**src/rtl/mod_147_hb_timers_pkg.sv**
```systemverilog
// ============================================================================
// mod_147_hb_timers_pkg
// Shared timer state encoding, default durations and heartbeat commands.
// Revision: 1.0
// ============================================================================
`default_nettype none

package mod_147_hb_timers_pkg;

  typedef enum logic [1:0] {
    TMR_IDLE    = 2'b00,
    TMR_RUNNING = 2'b01,
    TMR_EXPIRED = 2'b10
  } tmr_state_e;

  localparam int unsigned C_CNT_W_DEF                = 24;
  localparam int unsigned C_HB_TIMER_CYCLES_DEF      = 10000000;
  localparam int unsigned C_HB_SEND_TIMER_CYCLES_DEF = 2500;

  typedef enum logic [1:0] {
    NONE      = 2'b00,
    BEACON    = 2'b01,
    COMMIT    = 2'b10,
    HEARTBEAT = 2'b11
  } hb_cmd_e;

endpackage

`default_nettype wire

```
**src/rtl/mod_147_hb_timers_hb_timer_core.sv**
```systemverilog
// ============================================================================
// hb_timer_core
// One restartable down-counting timer with 802.3 done semantics.
// Revision: 1.0
// ============================================================================
`default_nettype none

module hb_timer_core
  import mod_147_hb_timers_pkg::*;
#(
  parameter int unsigned CNT_W    = C_CNT_W_DEF,
  parameter int unsigned DURATION = C_HB_SEND_TIMER_CYCLES_DEF
) (
  input  logic clk,
  input  logic reset,
  input  logic clear,
  input  logic start,
  output logic done,
  output logic running
);

  localparam logic [CNT_W-1:0] C_RELOAD = CNT_W'(DURATION - 1);

  tmr_state_e       state_q, state_d;
  logic [CNT_W-1:0] cnt_q, cnt_d;

  always_ff @(posedge clk or posedge reset) begin
    if (reset) begin
      state_q <= TMR_IDLE;
      cnt_q   <= '0;
    end else begin
      state_q <= state_d;
      cnt_q   <= cnt_d;
    end
  end

  // Clear beats start; start beats a same-cycle natural expiry.
  always_comb begin
    state_d = state_q;
    cnt_d   = cnt_q;
    if (clear) begin
      state_d = TMR_IDLE;
      cnt_d   = '0;
    end else if (start) begin
      state_d = TMR_RUNNING;
      cnt_d   = C_RELOAD;
    end else begin
      case (state_q)
        TMR_RUNNING: begin
          if (cnt_q == '0) begin
            state_d = TMR_EXPIRED;
          end else begin
            cnt_d = cnt_q - 1'b1;
          end
        end
        TMR_EXPIRED: state_d = TMR_EXPIRED;
        default:     state_d = TMR_IDLE;
      endcase
    end
  end

  // Masking with start keeps a same-cycle starter from seeing a stale done.
  assign done    = (state_q == TMR_EXPIRED) && !start;
  assign running = (state_q == TMR_RUNNING);

endmodule

`default_nettype wire

```
**src/rtl/mod_147_hb_timers.sv**
```systemverilog
// ============================================================================
// mod_147_hb_timers
// hb_timer and hb_send_timer for the 802.3cg heartbeat state machine.
// Revision: 1.0
// ============================================================================
`default_nettype none

module mod_147_hb_timers
  import mod_147_hb_timers_pkg::*;
#(
  parameter int unsigned CNT_W                = C_CNT_W_DEF,
  parameter int unsigned HB_TIMER_CYCLES      = C_HB_TIMER_CYCLES_DEF,
  parameter int unsigned HB_SEND_TIMER_CYCLES = C_HB_SEND_TIMER_CYCLES_DEF
) (
  input  logic clk,
  input  logic reset,
  input  logic timers_clear,
  input  logic start_hb_timer,
  input  logic start_hb_send_timer,
  output logic hb_timer_done,
  output logic hb_send_timer_done,
  output logic hb_timer_running,
  output logic hb_send_timer_running
);

  localparam longint unsigned C_CNT_MAX = (64'd1 << CNT_W) - 64'd1;

  if ((HB_TIMER_CYCLES == 0) || (64'(HB_TIMER_CYCLES) > C_CNT_MAX)) begin : g_bad_hb_timer
    $error("HB_TIMER_CYCLES out of range 1..2^CNT_W-1");
  end

  if ((HB_SEND_TIMER_CYCLES == 0) || (64'(HB_SEND_TIMER_CYCLES) > C_CNT_MAX)) begin : g_bad_hb_send_timer
    $error("HB_SEND_TIMER_CYCLES out of range 1..2^CNT_W-1");
  end

  hb_timer_core #(
    .CNT_W    (CNT_W),
    .DURATION (HB_TIMER_CYCLES)
  ) u_hb_timer (
    .clk     (clk),
    .reset   (reset),
    .clear   (timers_clear),
    .start   (start_hb_timer),
    .done    (hb_timer_done),
    .running (hb_timer_running)
  );

  hb_timer_core #(
    .CNT_W    (CNT_W),
    .DURATION (HB_SEND_TIMER_CYCLES)
  ) u_hb_send_timer (
    .clk     (clk),
    .reset   (reset),
    .clear   (timers_clear),
    .start   (start_hb_send_timer),
    .done    (hb_send_timer_done),
    .running (hb_send_timer_running)
  );

endmodule

`default_nettype wire

```
**config.mk**
```make
export PLATFORM = sky130hd
export DESIGN_NAME = mod_147_hb_timers
export DESIGN_NICKNAME = d
export VERILOG_FILES = /design/src/rtl/mod_147_hb_timers_pkg.sv /design/src/rtl/mod_147_hb_timers_hb_timer_core.sv /design/src/rtl/mod_147_hb_timers.sv
export SDC_FILE = /design/constraint.sdc
export NUM_CORES = 1
export LEC_CHECK = 0
export ABC_AREA = 1
export CORE_UTILIZATION = 59
export CTS_CLUSTER_SIZE = 30
export DETAILED_ROUTE_END_ITERATION = 10
export PLACE_DENSITY_LB_ADDON = 0.1
export SYNTH_ARGS = -nofsm -noshare
export SYNTH_HDL_FRONTEND = slang
export SYNTH_SLANG_ARGS = --single-unit
```
**constraint.sdc**
```tcl
create_clock -name clk -period 2.35 [get_ports clk]
set_input_delay 0.3525 -clock clk [delete_from_list [all_inputs] [get_ports clk]]
set_output_delay 0.3525 -clock clk [all_outputs]
set_load 0.05 [all_outputs]
```
Yosys cells after proc, flatten, opt, wreduce, memory -nomap -nowiden
Cells that the tools add are included.

cells by class
  $add $sub $neg = 2
  eq/ne operators = 8
  mux-type cells = 16
  reduce and logical (&&, ||, !) cells = 10

operator list
  cell                                                                      number
  24-bit two-way mux                                                        8
  24-bit zero test                                                          2
  24-bit by 1-bit subtractor with 24-bit output (second input constant)     2
  2-bit two-way mux                                                         6
  4-bit by 3-bit inequality test with 1-bit output (second input constant)  2
  2-bit case mux with 2 select lines                                        2
  3-bit inequality test (second input constant)                             2
  3-bit nonzero test                                                        2
  2-bit by 1-bit == test with 1-bit output (second input constant)          2
  2-bit == test (second input constant)                                     2
  2-bit AND reduction                                                       2
  1-bit logical AND                                                         2
  1-bit zero test                                                           2

word-level totals
  bits in registers = 52
  input port bits = 5
  output and inout bits = 4
  word-level logic and storage cells = 40

Logic depth before layout (Yosys ltp)
  depth in word-level cells = 5
  depth in mapped cells = 11

Modules after synthesis
A second synthesis with hierarchy kept.

unflattened totals
  cells, all modules = 523
  area, all modules = 3,543.4 sq um

modules (own cells, without submodules)
  module                           times used  cells each  area each (sq um)
  hb_timer_core (u_hb_timer)       1           256         1,810.5
  hb_timer_core (u_hb_send_timer)  1           267         1,732.9

Worst setup path before layout
No wires, ideal clock.

  path kind = register to register
  start point = register u_hb_send_timer.state_q[1]
  end point = register u_hb_send_timer.cnt_q[10]
  setup time = 117 ps
  arrival time = 1,521 ps
  required time = 2,233 ps
  path slack = 712 ps
  cell stages (with the launch flop) = 7
  path buffers = 1
  cell sequence = dfrtp_1 inv_1 ha_1 buf_1 nand4_1 nor2_1 nor2_1

between the ends
  longest elaborated chain between the ends = 3

RTL lines
  item                                      RTL line                               source
  start, declared                           mod_147_hb_timers_hb_timer_core.sv:24  tmr_state_e state_q, state_d;
  start signal, assigned                    mod_147_hb_timers_hb_timer_core.sv:32  state_q <= state_d;
  2-bit by 1-bit == test with 1-bit output  -
  named net hb_send_timer_running           mod_147_hb_timers.sv:23                output logic hb_send_timer_running
  3-bit nonzero test (no source line)       -
  2-bit AND reduction (no source line)      -
  end signal, assigned                      mod_147_hb_timers_hb_timer_core.sv:33  cnt_q <= cnt_d;
  end, declared                             mod_147_hb_timers_hb_timer_core.sv:25  logic [CNT_W-1:0] cnt_q, cnt_d;

The timed path passes the listed nets, and every way through them passes these cells.
A chain may end at the register's enable or synchronous reset.

Final worst setup path
  start point = register u_hb_timer.state_q[1]
  end point = output hb_timer_running

between the ends
  longest elaborated chain between the ends = 1

RTL lines
  item                                      RTL line                               source
  start, declared                           mod_147_hb_timers_hb_timer_core.sv:24
  start signal, assigned                    mod_147_hb_timers_hb_timer_core.sv:32
  2-bit by 1-bit == test with 1-bit output  mod_147_hb_timers_hb_timer_core.sv:64  assign running = (state_q == TMR_RUNNING);
  end, declared                             mod_147_hb_timers.sv:22                output logic hb_timer_running,

No other way between the ends.

==> flow_summary_export.csv <==
group,metric,value,unit
route,dr.pass1.iters,4,
cells_and_area,drive_gt1_frac,0.07429,
power_and_ir_drop,ir_drop,0.3448,mV
cells_and_area,diodes,0,
grt,grt_pass1_wl,13.29,mm
timing,min_period,2.212,ns
grt,grt_max_degree,29,
clock_tree,cts_setup_buffers,0,
synthesis,ys_warn_count,0,
cells_and_area,multi_input_area,1748,sq um
worst_setup_path,max_stage_delay,0.84,ns
timing,grt_setup_unrepaired,"false",
clock_tree,ctsRootBufferMaster,"clkbuf_8",
floorplanning,initial_utilization,0.6133,
timing,skew,0.01267,ns
grt,overflow,0,
floorplanning,ios,9,
synthesis,synthCells,509,
power_and_ir_drop,intPower,1.434,mW
route,drc_errors,0,
power_and_ir_drop,clockPowerShare,0.289,
power_and_ir_drop,seq_power_share,0.465,
floorplanning,fp.coreArea,5507,sq um
worst_setup_path,crit_slowest_cell,"clkdlybuf4s50_1",
power_and_ir_drop,p_leak,1.881,nW
clock_tree,cts_tree,"done",
synthesis,synth_area_per_cell,6.635,sq um
synthesis,ys_seq_area_frac,0.3853,
worst_setup_path,crit_buf_inv,2,
worst_hold_path,hold_path.class,"input pin to async pin",
clock_tree,cts_buffer_depth,2,
worst_setup_path,crit_required,2.00,ns
power_and_ir_drop,pwr-share-comb,0.245,
grt,grt_usage,0.2785,
timing,finalSetupViolCount,0,
timing,drv_slew,0,
clock_tree,htreeDepth,2,
worst_setup_path,critPathKind,"flip-flop to output pin",
route,vias,3177,
power_and_ir_drop,fin_total_pwr,2.149,mW
status,status,"completed",
cells_and_area,area_growth_syn_to_layout,9.152,%
placement,place_congestion,0.9344,
floorplanning,num_rows,27,
worst_setup_path,path_max_fanout,3,
grt,antenna_found_initial,0,
grt,grt_pass1_vias,3004,
synthesis,syn_nets,522,
placement,dp_hpwl,5.806,mm
timing,tightest_slew,0.5789,ns
synthesis,ys_seq_elements,52,
clock_tree,ctsHoldBuffers,0,
route,via_per_inst,5.322,
timing,relSlewSlack,0.6135,
floorplanning,die_y,77.66,um
clock_tree,path_clk_slew,0.10,ns
cells_and_area,fill_cells,468,
power_and_ir_drop,p_per_area,583.1,nW/um^2
route,ant_nets,0,
route,wirelength,7.622,mm
route,first_iter_violations,137,
worst_setup_path,end_kind,"output pin",
timing,finalSetupTns,0,ns
clock_tree,clock_latency,0.31,ns
floorplanning,die_area,6030,sq um
clock_tree,cts_inserted_buffers,5,
synthesis,synth.distinct_cells,28,
flow_run,cap_violations,0,
clock_tree,cts.sinks,52,
clock_tree,cts_resized,0,
timing,fmax,0.4522,GHz
worst_setup_path,crit_arrival,1.86,ns
timing,finalHoldViolations,0,
timing,finalCritPeriodShare,0.9411,
worst_setup_path,cp_cell_sequence,"inv_1 > ha_1 > clkdlybuf4s50_1",
power_and_ir_drop,power.switching,0.7153,mW
synthesis,netlist_area,3377,sq um
worst_setup_path,cp-start-kind,"flip-flop",
route,routedWlPerCell,12.77,um
cells_and_area,final_util,0.6694,
cells_and_area,num-nets-final,537,
cells_and_area,seqCellArea,1301,sq um
worst_setup_path,path_delay_family,"buffers and inverters",
power_and_ir_drop,switching_share,0.3328,
placement,io_buffers,8,
floorplanning,die_w,77.66,um
per-stage QoR:
stage | setup WS, ns | std cells | hold slack (ns) | cell area [sq um]
global route | 0.06625 | 597 | 0.4695 | 3686
finish | 0.1384 | 597 | 0.4037 | 3686
detailed placement | 0.3928 | 589 | 0.5264 | 3578
CTS | 0.1314 | 597 | 0.4212 | 3686
global placement | 0.4783 | 589 | 0.5120 | 3578
floorplan | 0.7121 | 509 | 0.4156 | 3377
final timing paths:
check | cells past startpoint | to | slack (ns) | start
max | 3 | hb_timer_running | 0.14 | u_hb_timer.state_q[1]
min | 2 | u_hb_timer.cnt_q[14] | 0.40 | reset
max reg2reg | 11 | u_hb_timer.cnt_q[19] | 0.36 | u_hb_timer.cnt_q[0]
min reg2reg | 2 | u_hb_timer.cnt_q[20] | 0.55 | u_hb_timer.cnt_q[20]
max in group asynchronous | 3 | u_hb_send_timer.cnt_q[11] | 1.33 | reset
min in group clk | 2 | u_hb_timer.cnt_q[20] | 0.55 | u_hb_timer.cnt_q[20]
kinds of logic (layout without fill, tap and decap cells):
family | after synthesis | after routing | share of synthesized area
compound gates | 55 | 55 | 0.08966
xor+xnor | 2 | 2 | 0.005188
fa+ha+maj | 8 | 8 | 0.02964
buf+inv | 81 | 97 | 0.09707
flops | 52 | 52 | 0.3853
simple gates | 311 | 311 | 0.3931
power groups by stage:
stage / sequential, mW / combinational, mW / clock, mW
final: 1.00 / 0.527 / 0.622
after global routing: 1.01 / 0.603 / 0.663
after CTS: 1.00 / 0.523 / 0.639
after detailed placement: 1.02 / 0.522 / 0
after global placement: 1.01 / 0.511 / 0
after floorplan: 1.00 / 0.406 / 0
sequential cells by signal, indices dropped and copies added (netlist names):
name / count
u_hb_send_timer.state_q: 2
u_hb_timer.cnt_q: 24
u_hb_timer.state_q: 2
u_hb_send_timer.cnt_q: 24
cell usage in the layout, fill, tap and decap left out, types with 5 or more instances in the layout:
master           count
a21oi_1             12
buf_4               11
clkbuf_8             5
clkdlybuf4s50_1      5
dfrtp_1             52
ha_1                 8
inv_1               69
nand2_1            119
nand3_1             22
nand4_1             16
nor2_1             120
nor2_2               5
nor3_1              15
o21ai_0             26
o22ai_1             10
final cells by class:
type / count / share of cell area
Clock buffer: 6 / 0.01969
Clock inverter: 2 / 0.009504
Inverter: 71 / 0.07230
Multi-Input combinational cell: 376 / 0.4742
Sequential cell: 52 / 0.3530
Tap cell: 72 / 0.02444
Timing Repair Buffer: 18 / 0.04684
layer usage:
layer	routed length, um	share of wire	GRT usage
met1	3332	0.44	0.3255
met2	3856	0.51	0.4965
met3	274	0.036	0.04706
met4	159	0.021	0.1264
met5	0	0	0
synthesized netlist by cell type (all sizes together):
master | instances | area (sq um)
a21oi | 12 | 60.06
and2 | 2 | 12.51
buf | 8 | 53.80
clkbuf | 2 | 7.510
dfrtp | 52 | 1301
ha | 8 | 100.1
inv | 71 | 266.5
nand2 | 124 | 488.0
nand3 | 23 | 120.1
nand3b | 1 | 7.510
nand4 | 16 | 100.1
nor2 | 125 | 481.7
nor3 | 17 | 95.09
nor3b | 3 | 22.52
o21ai | 33 | 180.2
o22ai | 10 | 62.56
xor2 | 2 | 17.52
(Power assumes the default switching activity.)
